[config.mk]
export PLATFORM = sky130hd
export DESIGN_NAME = vga_timing_gen
export DESIGN_NICKNAME = d
export VERILOG_FILES = /design/src/rtl/vga_timing_gen.sv
export SDC_FILE = /design/constraint.sdc
export NUM_CORES = 1
export LEC_CHECK = 0
export CAP_MARGIN = 20
export CORE_MARGIN = 2
export CORE_UTILIZATION = 29
export CTS_CLUSTER_DIAMETER = 50
export DETAILED_ROUTE_END_ITERATION = 10
export PLACE_DENSITY = 0.56
export SLEW_MARGIN = 0
export SYNTH_ARGS = -nofsm -noshare
export SYNTH_HDL_FRONTEND = slang
export SYNTH_SLANG_ARGS = --single-unit
[constraint.sdc]
create_clock -name vga_clk -period 1.96 [get_ports vga_clk]
set_clock_uncertainty 0.15 [all_clocks]
set_input_delay 0.294 -clock vga_clk [delete_from_list [all_inputs] [get_ports vga_clk]]
set_output_delay 0.294 -clock vga_clk [all_outputs]
set_load 0.005 [all_outputs]
[src/rtl/vga_timing_gen.sv]
// vga_timing_gen: 640x480@60 raster timing (default geometry) in the pixel clock
// domain. DrawX/DrawY come straight from the counters. blank, hsync, vsync and
// frame_start pass through short delay lines so they line up with the
// downstream sprite renderer's ROM read and registered RGB stages.
module vga_timing_gen #(
  parameter int unsigned H_ACTIVE    = 640,
  parameter int unsigned H_FP        = 16,
  parameter int unsigned H_SYNC      = 96,
  parameter int unsigned H_BP        = 48,
  parameter int unsigned V_ACTIVE    = 480,
  parameter int unsigned V_FP        = 10,
  parameter int unsigned V_SYNC      = 2,
  parameter int unsigned V_BP        = 33,
  parameter int unsigned BLANK_DELAY = 1,
  parameter int unsigned SYNC_DELAY  = 2
) (
  input  logic       vga_clk,
  input  logic       reset_n,
  output logic [9:0] DrawX,
  output logic [9:0] DrawY,
  output logic       blank,
  output logic       hsync,
  output logic       vsync,
  output logic       frame_start,
  output logic [7:0] frame_count
);

  localparam int unsigned H_TOTAL = H_ACTIVE + H_FP + H_SYNC + H_BP;
  localparam int unsigned V_TOTAL = V_ACTIVE + V_FP + V_SYNC + V_BP;

  // Terminal counts at counter width; decode bounds one bit wider so that an
  // end bound equal to 1024 cannot alias to zero.
  localparam logic [9:0]  H_LAST = 10'(H_TOTAL - 1);
  localparam logic [9:0]  V_LAST = 10'(V_TOTAL - 1);
  localparam logic [10:0] H_ACT  = 11'(H_ACTIVE);
  localparam logic [10:0] V_ACT  = 11'(V_ACTIVE);
  localparam logic [10:0] HS_BEG = 11'(H_ACTIVE + H_FP);
  localparam logic [10:0] HS_END = 11'(H_ACTIVE + H_FP + H_SYNC);
  localparam logic [10:0] VS_BEG = 11'(V_ACTIVE + V_FP);
  localparam logic [10:0] VS_END = 11'(V_ACTIVE + V_FP + V_SYNC);

  // Geometry must fit the 10-bit counters; delay lines need at least one stage.
  if (H_TOTAL > 1024 || V_TOTAL > 1024) begin : g_bad_geometry
    $error("vga_timing_gen: H_TOTAL/V_TOTAL exceed 10-bit counter range");
  end
  if (BLANK_DELAY < 1 || SYNC_DELAY < 1) begin : g_bad_delay
    $error("vga_timing_gen: BLANK_DELAY and SYNC_DELAY must be >= 1");
  end

  logic [9:0]             hc_q, hc_d;
  logic [9:0]             vc_q, vc_d;
  logic [7:0]             fc_q, fc_d;
  logic                   act, hs_n, vs_n, fs;
  logic [BLANK_DELAY-1:0] blank_q, blank_d;
  logic [SYNC_DELAY-1:0]  hs_q, hs_d;
  logic [SYNC_DELAY-1:0]  vs_q, vs_d;
  logic [SYNC_DELAY-1:0]  fs_q, fs_d;

  // Next-state for the raster counters and the completed-frame counter.
  always_comb begin
    hc_d = hc_q + 10'd1;
    vc_d = vc_q;
    fc_d = fc_q;
    if (hc_q == H_LAST) begin
      hc_d = '0;
      if (vc_q == V_LAST) begin
        vc_d = '0;
        fc_d = fc_q + 8'd1;
      end else begin
        vc_d = vc_q + 10'd1;
      end
    end
  end

  // Combinational raster decode; vs_n depends on vc only, so it moves only at hc wrap.
  always_comb begin
    act  = ({1'b0, hc_q} < H_ACT) && ({1'b0, vc_q} < V_ACT);
    hs_n = !(({1'b0, hc_q} >= HS_BEG) && ({1'b0, hc_q} < HS_END));
    vs_n = !(({1'b0, vc_q} >= VS_BEG) && ({1'b0, vc_q} < VS_END));
    fs   = (hc_q == '0) && (vc_q == '0);
  end

  // Delay-line shift: new decode enters at bit 0, output taken from the MSB.
  // The single-stage case is split out so no zero-width slice is elaborated.
  if (BLANK_DELAY == 1) begin : g_blank_1
    always_comb blank_d = act;
  end else begin : g_blank_n
    always_comb blank_d = {blank_q[BLANK_DELAY-2:0], act};
  end

  if (SYNC_DELAY == 1) begin : g_sync_1
    always_comb begin
      hs_d = hs_n;
      vs_d = vs_n;
      fs_d = fs;
    end
  end else begin : g_sync_n
    always_comb begin
      hs_d = {hs_q[SYNC_DELAY-2:0], hs_n};
      vs_d = {vs_q[SYNC_DELAY-2:0], vs_n};
      fs_d = {fs_q[SYNC_DELAY-2:0], fs};
    end
  end

  // Counter and delay-line registers; reset clears every stage to idle levels.
  always_ff @(posedge vga_clk or negedge reset_n) begin
    if (!reset_n) begin
      hc_q    <= '0;
      vc_q    <= '0;
      fc_q    <= '0;
      blank_q <= '0;
      hs_q    <= '1;
      vs_q    <= '1;
      fs_q    <= '0;
    end else begin
      hc_q    <= hc_d;
      vc_q    <= vc_d;
      fc_q    <= fc_d;
      blank_q <= blank_d;
      hs_q    <= hs_d;
      vs_q    <= vs_d;
      fs_q    <= fs_d;
    end
  end

  assign DrawX       = hc_q;
  assign DrawY       = vc_q;
  assign frame_count = fc_q;
  assign blank       = blank_q[BLANK_DELAY-1];
  assign hsync       = hs_q[SYNC_DELAY-1];
  assign vsync       = vs_q[SYNC_DELAY-1];
  assign frame_start = fs_q[SYNC_DELAY-1];

endmodule

==> results of run 1 <==
## synthesized netlist by cell type (all sizes together) (2+ instances only)
cell / n / share of area
and2: 3 / 0.011
and3: 4 / 0.015
buf: 2 / 0.0058
clkbuf: 2 / 0.0044
dfrtp: 31 / 0.45
dfstp: 4 / 0.061
ha: 5 / 0.036
inv: 7 / 0.015
nand2: 3 / 0.0066
nand2b: 2 / 0.0073
nand3: 16 / 0.057
nand4: 7 / 0.026
nor2: 12 / 0.029
nor2b: 3 / 0.011
nor3: 5 / 0.017
nor4: 9 / 0.044
nor4b: 2 / 0.023
o21ai: 4 / 0.012
o31ai: 2 / 0.0087
xnor2: 10 / 0.051
xor2: 10 / 0.051
## state kept, by name, indices dropped and copies added (netlist names)
signal,cells
blank,1
DrawX,10
hs_q,2
frame_count,8
vs_q,2
fs_q,2
DrawY,10
## worst reg2reg max path, stage by stage (launching register included)
cell	delay, ns
dfrtp_1	0.47
nand4bb_4	0.26
or4_4	0.58
o221ai_1	0.19
o31ai_1	0.09
## layout make-up
class / count / area, µm² / share of cell area
Clock buffer: 5 / 68.8 / 0.0289
Multi-Input combinational cell: 106 / 802 / 0.337
Tap cell: 75 / 93.8 / 0.0394
Timing Repair Buffer: 55 / 495 / 0.208
Sequential cell: 35 / 881 / 0.370
Clock inverter: 3 / 15.0 / 0.00630
Inverter: 7 / 26.3 / 0.0110
## metal layers
metal,global-route usage,part of all wire,wire [µm]
met5,0,0,0
met4,0.0407,0.015,57
met3,0.0367,0.044,170
met2,0.212,0.47,1790
met1,0.167,0.47,1810
## where the power goes
group / total (mW) / internal [mW] / switching, mW
combinational: 0.0171 / 0.00304 / 0.0141
clock: 0.510 / 0.243 / 0.267
sequential: 0.722 / 0.722 / 0
total: 1.25 / 0.968 / 0.281
## per-stage QoR
step           cells  utilization  total power, mW  setup WS, ns  hold slack (ns)
3_3_place_gp     278        0.394            0.754         0.120            0.185
3_5_place_dp     278        0.394            0.755         0.114            0.187
5_1_grt          286        0.410             1.30        0.0139            0.211
2_1_floorplan    152            -            0.736       0.00159           -0.152
6_report         286        0.410             1.25        0.0996            0.201
4_1_cts          286        0.408             1.27        0.0837            0.204
## cell usage in the layout, fill, tap and decap left out, types with 2 or more instances in the layout
cell type        synthesis  layout
clkdlybuf4s50_1          0      33
nand3_1                 14      14
nor2_1                  10      10
nand3_4                  1       2
nor3_1                   4       4
o21ai_0                  3       3
xor2_1                  10      10
nor2_2                   2       2
ha_1                     5       5
dfrtp_1                 31      31
dfstp_2                  4       4
nand2b_1                 2       2
nor4_2                   3       3
clkbuf_8                 0       5
buf_4                    0      22
clkinv_2                 0       3
o31ai_1                  2       2
nand2_1                  3       3
nor2b_1                  3       2
nand4_1                  7       7
nor4_1                   6       6
and3_1                   4       4
xnor2_1                 10      10
inv_1                    7       7
and2_1                   3       3
## how the worst max path moves through the flow
stage                     startpoint        endpoint  slack, ns  cells after the start
after floorplan             DrawX[0]  frame_count[1]      0.002                      6
after global placement      DrawX[7]        DrawY[9]       0.12                      4
after detailed placement    DrawX[7]        DrawY[9]       0.11                      4
after CTS                   DrawX[5]        DrawX[5]       0.08                      2
after global routing        DrawX[5]        DrawX[5]       0.01                      2
final                       DrawX[5]        DrawX[5]        0.1                      2
## kinds of logic after synthesis
group                    Yosys count
AND/OR/NAND/NOR                   70
flip-flops                        35
XOR/XNOR                          20
buffers and inverters             11
AO/OA/AOI/OAI                     10
adder cells (fa/ha/maj)            5
multiplexers                       1
==> qor.yml, run 1 <==
die_y_um: 80.9
grt_pass1_wl_um: 6420
clock_latency_ns: 0.29
io_pins: 34
hold_start: "fs_q[0]"
synth_nets: 159
vdd_drop_max_uv: 193
wl_um: 3830
ys_seq_area_frac: 0.513
drv_slew: 0
drc: 0
max_stage_delay_ns: 0.50
fmax_ghz: 0.538
grt-ovfl-total: 0
start_util: 0.295
hold-path-cell-count: 0
synthAdderAreaFrac: 0.0364
first_pass_iters: 4
htreeDepth: 2
syn_to_final_growth_pct: 38.8
drtIter0Drc: 59
postRouteAntennaNets: 0
min_path_type: "reg -> reg"
required_ns: 1.52
synth_top_family_by_area: "simple AND/OR/NAND/NOR gates"
cts_resized: 0
grt_max_degree: 36
timing.rr.end: "DrawY[9]"
synthArstFlopShare: 1.00
synthMuxAreaShare: 0.00656
final_net_count: 217
cts_setup_buffers: 0
num_vias: 1353
cts_tree: "yes"
n_fill_cell: 607
synth_edf_count: 0
regToRegStartpoint: "DrawX[7]"
cts-root-buf: "clkbuf_8"
drive_gt1_frac: 0.223
tightestPinTransition_ns: 0.456
worst-path-buf-inv: 2
ys_ff_latch: 35
crit_chain: "buf_4 > clkdlybuf4s50_1"
hold_viol_final: 0
yosys_warnings: 0
syn_avg_cell_area_um2: 11.3
holdBufCountCts: 0
cp-end-kind: "output pin"
r2r_slack_ns: 0.1
clock-sinks: 35
slew_headroom: 0.696
run_status: "finished clean"
path_clk_slew_ns: 0.07
worstPathMaxFanout: 7
finalCriticalPeriod_ns: 1.86
syn-cell-area_um2: 1720
fin_tns_setup_ns: 0
crit_path_start_kind: "flip-flop"
synthXorXnorAreaFrac: 0.102
antenna_cells: 0
grt.total_usage: 0.130
antenna_found_initial: 0
path_class: "reg -> out"
placementRows: 28
maxCapViolCount: 0
leakage_nw: 1.03
synth_cell_types: 37
fp.dieW_um: 80.9
finalCritPeriodShare: 0.949
min_to: "fs_q[1]"
dp_hpwl_um: 2870
setup_viol: 0
synth_cells: 152
cts_buffer_depth: 2
synth-compound-area-share: 0.0394
cp.arrival_ns: 1.42
grt_pass1_vias: 1298
routed_via_density: 4.73
globalplace.congestion: 0.746
slowest_stage: "clkdlybuf4s50_1"
yosys.area_share.simple: 0.277
wl_per_cell_um: 13.4
cts_buffers: 5
core-area_um2: 5820
cp_top_family: "buffers and inverters"
final_area_um2: 2380
powerDensity_nw_per_um2: 525
ys.flop_type: "dfrtp_1"
die_area_um2: 6550
port_buffers: 33
dpl_cell_area_um2: 2290
rsz0062_at_grt: "no"
reg2regPathDepth: 4
Note: power is estimated with default switching activity, not from simulation.
==> run 2: changes to the inputs <==
- clock period: 1.96 -> 1.5 ns (I/O delays scaled with it)
==> run 2 against run 1 <==
Against the previous run:
- the flow now finishes with violations (setup timing)
- worst setup slack got worse by 0.39 ns
- register-to-register slack worse by 0.39 ns
- design area is 35% higher
- utilization rose by 14 points
- die area is the same
- sequential share of layout area decreased by 9.3 points
- power is 33% higher
- worst hold slack worse by 0.050 ns
- critical endpoint is now DrawY[9]
==> qor.yml, run 2 (same netlist as run 1, synthesis figures left out) <==
setup_ws_ns: -0.295  # -0.395 ns
start_util: 0.295  # unchanged
drive_gt1_frac: 0.593  # +0.370
cts-root-buf: "clkbuf_8"
grt-ovfl-total: 0  # unchanged
grt_max_degree: 36  # unchanged
crit_path_start_kind: "flip-flop"
die_y_um: 80.9  # unchanged
path_class: "reg -> reg"
grt_pass1_vias: 1671  # +29%
dpl_cell_area_um2: 2490  # +9.0%
antenna_cells: 0  # unchanged
vdd_drop_max_uv: 364  # +88%
clock_latency_ns: 0.30  # about the same
wl_per_cell_um: 15.4  # +15%
grt_pass1_wl_um: 8420  # +31%
fp.dieW_um: 80.9  # unchanged
core-area_um2: 5820  # unchanged
wl_um: 5530  # +44%
io_pins: 34  # unchanged
cts_tree: "yes"
cp-end-kind: "flip-flop"
die_area_um2: 6550  # unchanged
layout_commonest_cell: "buf_4"
cts_buffer_depth: 2  # unchanged
critPathLaunch: "DrawX[0]"
cp.arrival_ns: 1.83  # +0.41 ns
reg2regPathDepth: 5  # +1
antenna_found_initial: 0  # unchanged
timing.rr.end: "DrawY[9]"
port_buffers: 33  # unchanged
run_status: "finished with violations"
max_stage_delay_ns: 0.60  # +0.10 ns
regToRegStartpoint: "DrawX[0]"
leakage_nw: 1.61  # +56%
drv_slew: 0  # unchanged
first_pass_iters: 4  # unchanged
routed_via_density: 4.74  # +0.11%
min_path_type: "in -> async"
grt.total_usage: 0.172  # +0.0423
r2r_slack_ns: -0.29  # -0.39 ns
required_ns: 1.53  # about the same
clock-sinks: 35  # unchanged
postRouteAntennaNets: 0  # unchanged
powerDensity_nw_per_um2: 518  # -1.3%
setup_viol: 28  # +28
worstPathMaxFanout: 4  # -3
cts_buffers: 5  # unchanged
syn_to_final_growth_pct: 86.7
post-route-util: 0.551  # +0.142
num_vias: 1705  # +26%
finalCriticalPeriod_ns: 1.79
drc: 0  # unchanged
dp_hpwl_um: 3060  # +6.9%
layout_common_cells: "69 x buf_4, 27 x buf_6, 26 x dfrtp_1, 17 x dlygate4sd2_1, 11 x nand3_1"
final_net_count: 291  # +34%
globalplace.congestion: 0.760  # +1.8%
finalCritPeriodShare: 1.20
final_area_um2: 3210  # +35%
rsz0062_at_grt: "yes"
violations: "setup timing"
tightestPinTransition_ns: 0.312  # -0.144 ns
path_clk_slew_ns: 0.08  # about the same
placementRows: 28  # unchanged
crit_chain: "ha_4 > nand4_1 > or4_4 > o221ai_4 > o31ai_2"
maxCapViolCount: 0  # unchanged
slew_headroom: 0.791  # +0.0944
hold_viol_final: 0  # unchanged
drtIter0Drc: 71  # +20%
fmax_ghz: 0.557
htreeDepth: 2  # unchanged
slowest_stage: "or4_4"
## run 2: cell count changes in the layout (fill, tap and decap cells not counted), moves of 4 or more
cell / delta
buf_4: +47
buf_6: +27
clkbuf_2: +10
clkdlybuf4s50_1: -32
dfrtp_1: -5
dfrtp_2: +5
dlygate4sd2_1: +17
nor3_1: -4
nor3_2: +4
nor4_1: -5
## run 2: worst max path at each step
stage	slack, ns	depth (start not counted)	end
finish	-0.29	5	DrawY[9]
global route	-0.33	6	frame_count[3]
CTS	-0.23	5	DrawY[9]
detailed placement	-0.27	4	DrawY[9]
global placement	-0.25	4	DrawY[9]
floorplan	-0.29	4	DrawY[9]
## run 2: critical path, delay by kind of cell (launching register included)
kind / cells / cell delay [ns]
flops: 1 / 0.40
fa+ha+maj: 1 / 0.17
compound gates: 2 / 0.27
simple gates: 2 / 0.69
## run 2: layout make-up
| cell class | count | area, µm² |
|---|---|---|
| well taps | 75 | 93.8 |
| multi-input cells | 107 | 1030 |
| repair buffers | 128 | 1090 |
| fillers | 507 | 2610 |
| flip-flops and latches | 35 | 887 |
| clock buffers | 5 | 68.8 |
| inverters | 7 | 26.3 |
| clock inverters | 3 | 15.0 |
## run 2: through the flow
| step | cells | setup slack, ns | hold slack, ns | total power, mW | setup TNS, ns |
|---|---|---|---|---|---|
| after floorplan | 152 | -0.293 | -0.221 | 0.962 | -3.12 |
| final | 360 | -0.295 | 0.151 | 1.66 | -4.63 |
| after global routing | 360 | -0.331 | 0.169 | 1.72 | -6.50 |
| after detailed placement | 299 | -0.270 | 0.186 | 0.990 | -3.76 |
| after global placement | 299 | -0.248 | 0.183 | 0.990 | -3.16 |
| after CTS | 340 | -0.230 | 0.154 | 1.68 | -4.19 |
## run 2: what timing repair did
item                                    in CTS  in global routing
pin swaps                                   18                 14
gates resized for setup                     65                 63
hold buffers                                 0                  0
endpoints found under the setup margin      56                 44
cloned                                       1                  0
setup buffers                               32                 23
## run 2: power by group
| part | internal, mW | switching (mW) |
|---|---|---|
| clock | 0.318 | 0.371 |
| sequential | 0.943 | 0 |
| combinational | 0.00767 | 0.0197 |
## run 2: routing by layer
metal | wire, µm | global-route usage | part of all wire | vias to the layer above
li1 | - | - | - | 808
met1 | 2360 | 0.209 | 0.43 | 843
met2 | 2780 | 0.295 | 0.50 | 42
met3 | 205 | 0.0467 | 0.037 | 12
met4 | 181 | 0.0593 | 0.033 | 0
met5 | 0 | 0 | 0 | -
